**config.mk**
```make
export PLATFORM = sky130hd
export DESIGN_NAME = vec_mac
export DESIGN_NICKNAME = d
export VERILOG_FILES = /design/src/rtl/mac_pkg.sv /design/src/rtl/mac_adder_tree.sv /design/src/rtl/vec_mac.sv
export SDC_FILE = /design/constraint.sdc
export NUM_CORES = 2
export LEC_CHECK = 0
export ABC_AREA = 1
export BUFFER_PORTS_ARGS = -buffer_cell sky130_fd_sc_hd__buf_2
export CAP_MARGIN = 20
export CORE_MARGIN = 8
export CORE_UTILIZATION = 35
export CTS_CLUSTER_DIAMETER = 80
export DETAILED_ROUTE_END_ITERATION = 8
export PLACE_DENSITY_LB_ADDON = 0.3
export SETUP_SLACK_MARGIN = 0.4
export SLEW_MARGIN = 20
export SYNTH_ARGS = -nofsm -noshare
export SYNTH_HDL_FRONTEND = slang
export SYNTH_SLANG_ARGS = --single-unit
```
**constraint.sdc**
```tcl
create_clock -name clk -period 19.3 [get_ports clk]
set_clock_uncertainty 0.2 [all_clocks]
set_input_delay 1.93 -clock clk [delete_from_list [all_inputs] [get_ports clk]]
set_output_delay 1.93 -clock clk [all_outputs]
set_load 0.01 [all_outputs]
```
**src/rtl/mac_pkg.sv**
```systemverilog
// ---------------------------------------------------------------------------
// mac_pkg
// Shared definitions for the vec_mac dot-product engine and its sub-blocks:
//   - mac_state_e  : control FSM encoding (IDLE / RUN / DRAIN / HOLD)
//   - sat_max()    : most positive two's-complement value of a given width
//   - sat_min()    : most negative two's-complement value of a given width
//   - ovf_detect() : signed-add overflow from the operand and result MSBs
// ---------------------------------------------------------------------------
package mac_pkg;

   // Upper bound on accumulator widths the saturation helpers can describe.
   localparam int unsigned SAT_W_MAX = 256;

   typedef enum logic [1:0] {
      IDLE  = 2'd0,
      RUN   = 2'd1,
      DRAIN = 2'd2,
      HOLD  = 2'd3
   } mac_state_e;

   // Low 'width' bits hold 0111...1; callers truncate to their own width.
   function automatic logic [SAT_W_MAX-1:0] sat_max(input int unsigned width);
      logic [SAT_W_MAX-1:0] r;
      r = '0;
      for (int unsigned i = 0; i < SAT_W_MAX; i++) begin
         if (i + 1 < width) r[i] = 1'b1;
      end
      return r;
   endfunction

   // Low 'width' bits hold 1000...0; callers truncate to their own width.
   function automatic logic [SAT_W_MAX-1:0] sat_min(input int unsigned width);
      logic [SAT_W_MAX-1:0] r;
      r = '0;
      for (int unsigned i = 0; i < SAT_W_MAX; i++) begin
         if (i + 1 == width) r[i] = 1'b1;
      end
      return r;
   endfunction

   // Overflow: both addends share a sign and the sum's sign differs from it.
   function automatic logic ovf_detect(input logic a_msb,
                                       input logic b_msb,
                                       input logic s_msb);
      return (a_msb == b_msb) && (s_msb != a_msb);
   endfunction

endpackage

```
**src/rtl/mac_adder_tree.sv**
```systemverilog
// ---------------------------------------------------------------------------
// mac_adder_tree
// Registered reduction of LANES signed 2*DATA_WIDTH-bit products into one
// signed sum of 2*DATA_WIDTH+$clog2(LANES) bits (wide enough that the sum
// can never overflow). One register stage; valid travels with the data.
// Ports:
//   clk, rst   : clock, asynchronous active-high reset
//   in_valid   : products on in_prod are meaningful
//   in_prod    : packed products, lane i = [i*2*DATA_WIDTH +: 2*DATA_WIDTH]
//   out_valid  : out_sum holds the reduction of a valid product set
//   out_sum    : registered signed sum
// ---------------------------------------------------------------------------
module mac_adder_tree #(
   parameter int unsigned DATA_WIDTH = 16,
   parameter int unsigned LANES      = 4
) (
   input  logic                                            clk,
   input  logic                                            rst,
   input  logic                                            in_valid,
   input  logic [LANES*2*DATA_WIDTH-1:0]                   in_prod,
   output logic                                            out_valid,
   output logic [2*DATA_WIDTH+$clog2(LANES)-1:0]           out_sum
);

   localparam int unsigned PW = 2*DATA_WIDTH;
   localparam int unsigned SW = PW + $clog2(LANES);

   logic signed [SW-1:0] sum_d, sum_q;
   logic                 valid_d, valid_q;

   always_comb begin
      sum_d   = '0;
      valid_d = in_valid;
      for (int unsigned i = 0; i < LANES; i++) begin
         sum_d = sum_d + SW'($signed(in_prod[i*PW +: PW]));
      end
   end

   always_ff @(posedge clk or posedge rst) begin
      if (rst) begin
         sum_q   <= '0;
         valid_q <= 1'b0;
      end else begin
         sum_q   <= sum_d;
         valid_q <= valid_d;
      end
   end

   assign out_sum   = sum_q;
   assign out_valid = valid_q;

endmodule

```
**src/rtl/vec_mac.sv**
```systemverilog
// ---------------------------------------------------------------------------
// vec_mac
// Pipelined multi-lane signed multiply-accumulate computing a dot product
// over a runtime-programmed number of beats, with wrap or saturate overflow.
//   stage 1 : LANES full-precision products (registered)
//   stage 2 : adder-tree sum (mac_adder_tree, registered)
//   stage 3 : sign-extend and accumulate into total
// Ports:
//   clk, rst            : clock, asynchronous active-high reset
//   start, beats, sat_en: begin a dot product (honoured only in IDLE)
//   in_valid / in_ready : operand beat handshake (in_ready = RUN)
//   in_a, in_b          : packed signed operands, lane i = [i*DW +: DW]
//   out_valid/out_ready : result handshake (out_valid = HOLD)
//   total, err          : signed result and sticky overflow flag
//   busy                : engine not idle
// ---------------------------------------------------------------------------
module vec_mac
   import mac_pkg::*;
#(
   parameter int unsigned DATA_WIDTH  = 16,
   parameter int unsigned LANES       = 4,
   parameter int unsigned ACCUM_WIDTH = 2*DATA_WIDTH + $clog2(LANES) + 8,
   parameter int unsigned CNT_WIDTH   = 16
) (
   input  logic                          clk,
   input  logic                          rst,
   input  logic                          start,
   input  logic [CNT_WIDTH-1:0]          beats,
   input  logic                          sat_en,
   input  logic                          in_valid,
   output logic                          in_ready,
   input  logic [LANES*DATA_WIDTH-1:0]   in_a,
   input  logic [LANES*DATA_WIDTH-1:0]   in_b,
   output logic                          out_valid,
   input  logic                          out_ready,
   output logic [ACCUM_WIDTH-1:0]        total,
   output logic                          err,
   output logic                          busy
);

   localparam int unsigned PW = 2*DATA_WIDTH;
   localparam int unsigned SW = PW + $clog2(LANES);

   localparam logic [ACCUM_WIDTH-1:0] ACC_MAX = ACCUM_WIDTH'(sat_max(ACCUM_WIDTH));
   localparam logic [ACCUM_WIDTH-1:0] ACC_MIN = ACCUM_WIDTH'(sat_min(ACCUM_WIDTH));

   mac_state_e               state_d, state_q;
   logic [CNT_WIDTH-1:0]     cnt_d, cnt_q;
   logic                     sat_d, sat_q;
   logic [ACCUM_WIDTH-1:0]   total_d, total_q;
   logic                     err_d, err_q;

   logic [LANES*PW-1:0]      prod_d, prod_q;
   logic                     s1_valid_d, s1_valid_q;

   logic                     s2_valid;
   logic [SW-1:0]            s2_sum;

   logic                     accept;
   logic [ACCUM_WIDTH-1:0]   sum_ext;
   logic [ACCUM_WIDTH-1:0]   acc_raw;
   logic                     acc_ovf;

   assign accept = (state_q == RUN) && in_valid;

   // ---------------- stage 1: lane products ----------------
   always_comb begin
      prod_d     = prod_q;
      s1_valid_d = accept;
      if (accept) begin
         for (int unsigned i = 0; i < LANES; i++) begin
            prod_d[i*PW +: PW] = PW'($signed(in_a[i*DATA_WIDTH +: DATA_WIDTH]))
                               * PW'($signed(in_b[i*DATA_WIDTH +: DATA_WIDTH]));
         end
      end
   end

   always_ff @(posedge clk or posedge rst) begin
      if (rst) begin
         prod_q     <= '0;
         s1_valid_q <= 1'b0;
      end else begin
         prod_q     <= prod_d;
         s1_valid_q <= s1_valid_d;
      end
   end

   // ---------------- stage 2: adder tree ----------------
   mac_adder_tree #(
      .DATA_WIDTH (DATA_WIDTH),
      .LANES      (LANES)
   ) u_tree (
      .clk        (clk),
      .rst        (rst),
      .in_valid   (s1_valid_q),
      .in_prod    (prod_q),
      .out_valid  (s2_valid),
      .out_sum    (s2_sum)
   );

   // ---------------- stage 3 + control ----------------
   assign sum_ext = ACCUM_WIDTH'($signed(s2_sum));
   assign acc_raw = total_q + sum_ext;
   assign acc_ovf = ovf_detect(total_q[ACCUM_WIDTH-1], sum_ext[ACCUM_WIDTH-1],
                               acc_raw[ACCUM_WIDTH-1]);

   always_comb begin
      state_d = state_q;
      cnt_d   = cnt_q;
      sat_d   = sat_q;
      total_d = total_q;
      err_d   = err_q;

      unique case (state_q)
         IDLE: begin
            if (start) begin
               sat_d   = sat_en;
               total_d = '0;
               err_d   = 1'b0;
               if (beats != '0) begin
                  cnt_d   = beats;
                  state_d = RUN;
               end else begin
                  state_d = HOLD;
               end
            end
         end
         RUN: begin
            if (accept) begin
               cnt_d = cnt_q - CNT_WIDTH'(1);
               if (cnt_q == CNT_WIDTH'(1)) state_d = DRAIN;
            end
         end
         DRAIN: begin
            // Both pipe stages empty means the final accumulate already landed.
            if (!s1_valid_q && !s2_valid) state_d = HOLD;
         end
         HOLD: begin
            if (out_ready) state_d = IDLE;
         end
         default: state_d = IDLE;
      endcase

      // The pipe is always empty in IDLE, so this never races the start clear.
      if (s2_valid) begin
         if (acc_ovf) begin
            err_d = 1'b1;
            // Operand sign tells which rail was crossed.
            if (sat_q) total_d = total_q[ACCUM_WIDTH-1] ? ACC_MIN : ACC_MAX;
            else       total_d = acc_raw;
         end else begin
            total_d = acc_raw;
         end
      end
   end

   always_ff @(posedge clk or posedge rst) begin
      if (rst) begin
         state_q <= IDLE;
         cnt_q   <= '0;
         sat_q   <= 1'b0;
         total_q <= '0;
         err_q   <= 1'b0;
      end else begin
         state_q <= state_d;
         cnt_q   <= cnt_d;
         sat_q   <= sat_d;
         total_q <= total_d;
         err_q   <= err_d;
      end
   end

   assign in_ready  = (state_q == RUN);
   assign out_valid = (state_q == HOLD);
   assign busy      = (state_q != IDLE);
   assign total     = total_q;
   assign err       = err_q;

endmodule

```
Yosys cells after proc, flatten, opt, wreduce, memory -nomap -nowiden
Index checks and enable logic that the tools add are counted.
{ "word_totals": {"register_bits": 226, "in_bits": 150, "output_inout_bits": 46} }
{ "op_classes": {"add_sub_neg": 5, "multipliers": 4, "eq_ne": 12, "mux": 21, "reduce_logical": 15} }
{ "ops": {"columns": ["operator", "count"], "rows": [
  ["two-way mux 42 bit", 6],
  ["multiplier 16 x 16 -> 32 bit", 4],
  ["two-way mux 16 bit", 3],
  ["adder 42 bit", 1],
  ["adder 33 x 32 -> 34 bit", 1],
  ["adder 34 x 32 -> 34 bit", 1],
  ["adder 32 x 32 -> 33 bit", 1],
  ["one-hot mux 16 bit (2 select lines)", 1],
  ["equality test 16 x 1 -> 1 bit, second input constant", 1],
  ["nonzero test 16 bit", 1],
  ["subtractor 16 x 1 -> 16 bit, second input constant", 1],
  ["two-way mux 2 bit", 6],
  ["one-hot mux 2 bit (4 select lines)", 1],
  ["nonzero test 2 bit", 4],
  ["!= test 2 x 1 -> 1 bit, second input constant", 3],
  ["!= test 2 bit, second input constant", 3],
  ["AND reduction 5 bit", 1],
  ["equality test 2 bit, second input constant", 2],
  ["two-way mux 1 bit", 4],
  ["AND reduction 2 bit", 2],
  ["AND reduction 4 bit", 1],
  ["logical AND 1 bit", 3],
  ["equality test 2 x 1 -> 1 bit, second input constant", 1],
  ["logical NOT 1 bit", 2],
  ["other kinds (3)", 3]
]} }

Longest topological paths before layout
{ "depth": {"word_depth": 5, "depth_mapped": 28, "mapped_depth_nobuf": 26} }

Cells and area by module
From an unflattened synthesis, not the netlist that was laid out.
{ "hier_totals": {"cells_unflattened": 7629, "area_unflattened_um2": 57586.5} }
{ "by_module_without_submodules": {"columns": ["module", "instances", "cells_each", "area_each_um2"], "rows": [
  ["vec_mac", 1, 6836, 52346.5],
  ["mac_adder_tree", 1, 793, 5240.0]
]} }

Worst setup path before layout
OpenSTA, ideal clock, no wires.
{ "synth_timing": {"path_kind": "in2reg", "startpoint": "in in_a[7]", "endpoint": "reg prod_q[19]", "setup_ps": 118, "arrival_ps": 7170, "path_slack_ps": 11812, "path_stages": 24, "cell_sequence": "clkbuf_1 > clkbuf_1 > nand2_1 > fa_1 > inv_1 > fa_1 > inv_1 > fa_1 > inv_1 > fa_1 > fa_1 > inv_1 > fa_1 > inv_1 > ha_1 > a21oi_1 > o21ai_0 > inv_1 > nand3_1 > a21boi_0 > o21ai_0 > or2_2 > nand3_1 > nand2_1"} }
{ "synth_via": {"elab_chain_len": 1} }
{ "synth_lines": {"columns": ["element", "line", "source"], "rows": [
  ["from (decl)", "vec_mac.sv:32", "input logic [LANES*DATA_WIDTH-1:0] in_a,"],
  ["multiplier 16 x 16 -> 32 bit", "vec_mac.sv:73", "* PW'($signed(in_b[i*DATA_WIDTH +: DATA_WIDTH]));"],
  ["to (signal assigned)", "vec_mac.sv:83", "prod_q <= prod_d;"],
  ["to (decl)", "vec_mac.sv:53", "logic [LANES*PW-1:0] prod_d, prod_q;"]
]} }
Every way passes these cells.
A chain may end at the register's enable or synchronous reset.

Worst setup path after layout
Ends and elaborated chain as after synthesis.

==> impl_metrics.json <==
{
  "ant_nets": 0,
  "synthCells": 7024,
  "grt_pass1_wl_um": 247000,
  "async_flop_share_pct": 100,
  "synth.most_common_cell": "inv_1",
  "cts_tree": "yes",
  "dieHeight_um": 413,
  "clock-sinks": 226,
  "fin_nets": 8655,
  "ys_types": 56,
  "drc": 0,
  "clockRootBuffer": "clkbuf_16",
  "path_class": "in -> reg",
  "antenna_found_initial": 8,
  "routed_wl_um": 150000,
  "status": "complete, no violations",
  "fin_area_mm2": 0.0589,
  "cts_resized": 0,
  "crit_fanout": 16,
  "multi_input_area_mm2": 0.0416,
  "yosysTopAreaCellShare_pct": 40.3,
  "fmax_mhz": 133,
  "wl_per_cell_um": 16.5,
  "synth_area_per_cell_um2": 7.87,
  "detailedPlace.worstSlack_ps": 11230,
  "ios": 196,
  "required_ps": 19530,
  "synth_area_leaders": "fa_1 40%, inv_1 13%, nand2_1 12%",
  "synthTopCellsByCount": "1854 x inv_1, 1840 x nand2_1, 1114 x fa_1",
  "ys_ff_latch": 226,
  "synth_xor_area_share_pct": 2.33,
  "drv_cap": 0,
  "routabilityCongestion": 0.904,
  "tns_ps": 0,
  "tightest_slew_ps": 990,
  "synth_fa_ha_area_share_pct": 49.6,
  "grt_pass1_vias": 46500,
  "yosysSeqAreaShare_pct": 10.2,
  "cts_hold_buf": 0,
  "maxSlewHeadroom_pct": 34.0,
  "grt_usage_pct": 18.0,
  "area_delta_synth_final_pct": 6.61,
  "whs_ps": 242,
  "synth_area_leader_cell": "fa_1",
  "port_buffers": 195,
  "min_path_cells": 0,
  "grt_max_degree": 93,
  "yosys_most_used_dff": "dfrtp_1",
  "final-seq-area_mm2": 0.00566,
  "cts_made_buffers": 34,
  "overflow": 0,
  "viasPerCell": 4.74,
  "yosysWarnings": 0,
  "final_max_slew_viol_count": 0,
  "syn-num-nets": 8696,
  "setup_slack_ps": 11800,
  "post_cts_buffers": 0,
  "nFillCells": 16500,
  "crit_arrival_ps": 7730,
  "insertion_delay_ps": 560,
  "drtIter0Drc": 2493,
  "period_minus_slack_ps": 7500,
  "placementRows": 146,
  "finalSetupViolCount": 0,
  "muxShareOfSynthArea_pct": 0,
  "hold_viol_final": 0,
  "cp-end-kind": "flop",
  "path_clk_slew_ps": 60,
  "design.core.area_mm2": 0.158,
  "initial_core_util_pct": 35.1,
  "dp_hpwl_um": 127000,
  "grt_setup_unrepaired": "false",
  "dpl_cell_area_mm2": 0.0578,
  "synth_edf_count": 0,
  "period_share_pct": 38.9,
  "dieArea_mm2": 0.171,
  "syn_area_mm2": 0.0553,
  "cts_max_path_buffers": 3,
  "synth_simple_gate_area_share_pct": 17.5,
  "synth_top_family_by_area": "adder cells",
  "die-width_um": 413,
  "drt_first_pass_iters": 5,
  "drive_gt1_share_pct": 5.00,
  "synth-compound-area-share_pct": 5.74,
  "num_vias": 43100,
  "h-tree-depth": 2,
  "hold_class": "reg -> reg",
  "crit_path_start_kind": "primary input",
  "reg2reg_depth": 7
}
[layer usage]
layer  vias up  track usage, %  share of wire (%)
met1     21500            23.6                 43
met3       245            1.74                4.0
met2       965            31.8                 50
met4         6            4.63                2.9
li1      20300               -                  -
met5         -               0              0.021
[final timing paths]
| check | from | end | slack [ps] |
|---|---|---|---|
| max | in_a[7] | prod_q[19] | 11800 |
| min | s1_valid_q | u_tree.out_valid | 240 |
| max reg2reg | state_q[1] | prod_q[124] | 15250 |
| min reg2reg | s1_valid_q | u_tree.out_valid | 240 |
| max in group asynchronous | rst | prod_q[95] | 15280 |
| min in group asynchronous | rst | total[41] | 1210 |
[registers in the layout, indices dropped and copies added, names as in the netlist]
| name | cells |
|---|---|
| u_tree.out_valid | 1 |
| cnt_q | 16 |
| total | 42 |
| state_q | 2 |
| err | 1 |
| prod_q | 128 |
| u_tree.out_sum | 34 |
| s1_valid_q | 1 |
| sat_q | 1 |
[logic make-up (layout without fill, tap and decap cells)]
| family | Yosys count | in the layout |
|---|---|---|
| AO/OA/AOI/OAI | 571 | 571 |
| XOR/XNOR | 147 | 147 |
| adder cells (fa/ha/maj) | 1522 | 1522 |
| buffers and inverters | 2140 | 2123 |
| flip-flops | 226 | 226 |
| other | 0 | 4 |
| AND/OR/NAND/NOR | 2418 | 2418 |
[worst max-delay path, cell delays in order]
cell and delay (ps):
buf_2 350, nand2_1 140, fa_1 550, inv_1 50, fa_1 550, inv_1 80, fa_1 530, inv_1 50
fa_1 450, fa_1 490, inv_1 50, fa_1 470, inv_1 40, ha_1 340, a21oi_1 230, o21ai_0 120
inv_1 130, nand3_1 220, a21boi_0 330, o21ai_0 150, or2_2 290, nand3_1 100, nand2_1 80
[placed cells by master, fill, tap and decap left out, drive strengths merged, types with 143 or more instances in the layout]
cell type	instances
ha	408
nand2	1855
o21ai	199
buf	201
nor2	285
a21oi	240
dfrtp	226
inv	1868
fa	1114
nand3	143
[cell type report]
type	count	share of cell area, %
diodes	4	0.0170
inverters	1862	11.9
repair buffers	201	1.73
multi-input cells	4658	70.5
well taps	2072	4.40
clock buffers	42	1.56
clock inverters	18	0.314
flip-flops and latches	226	9.59
[stage by stage]
stage / utilization, % / instances
after floorplan: - / 7024
after global placement: 36.7 / 9019
after detailed placement: 36.7 / 9019
after CTS: 37.4 / 9079
after global routing: 37.4 / 9080
final: 37.4 / 9083
Power is not shown: default switching activity piles up to over one toggle a cycle in this logic, so the estimate is an artifact.
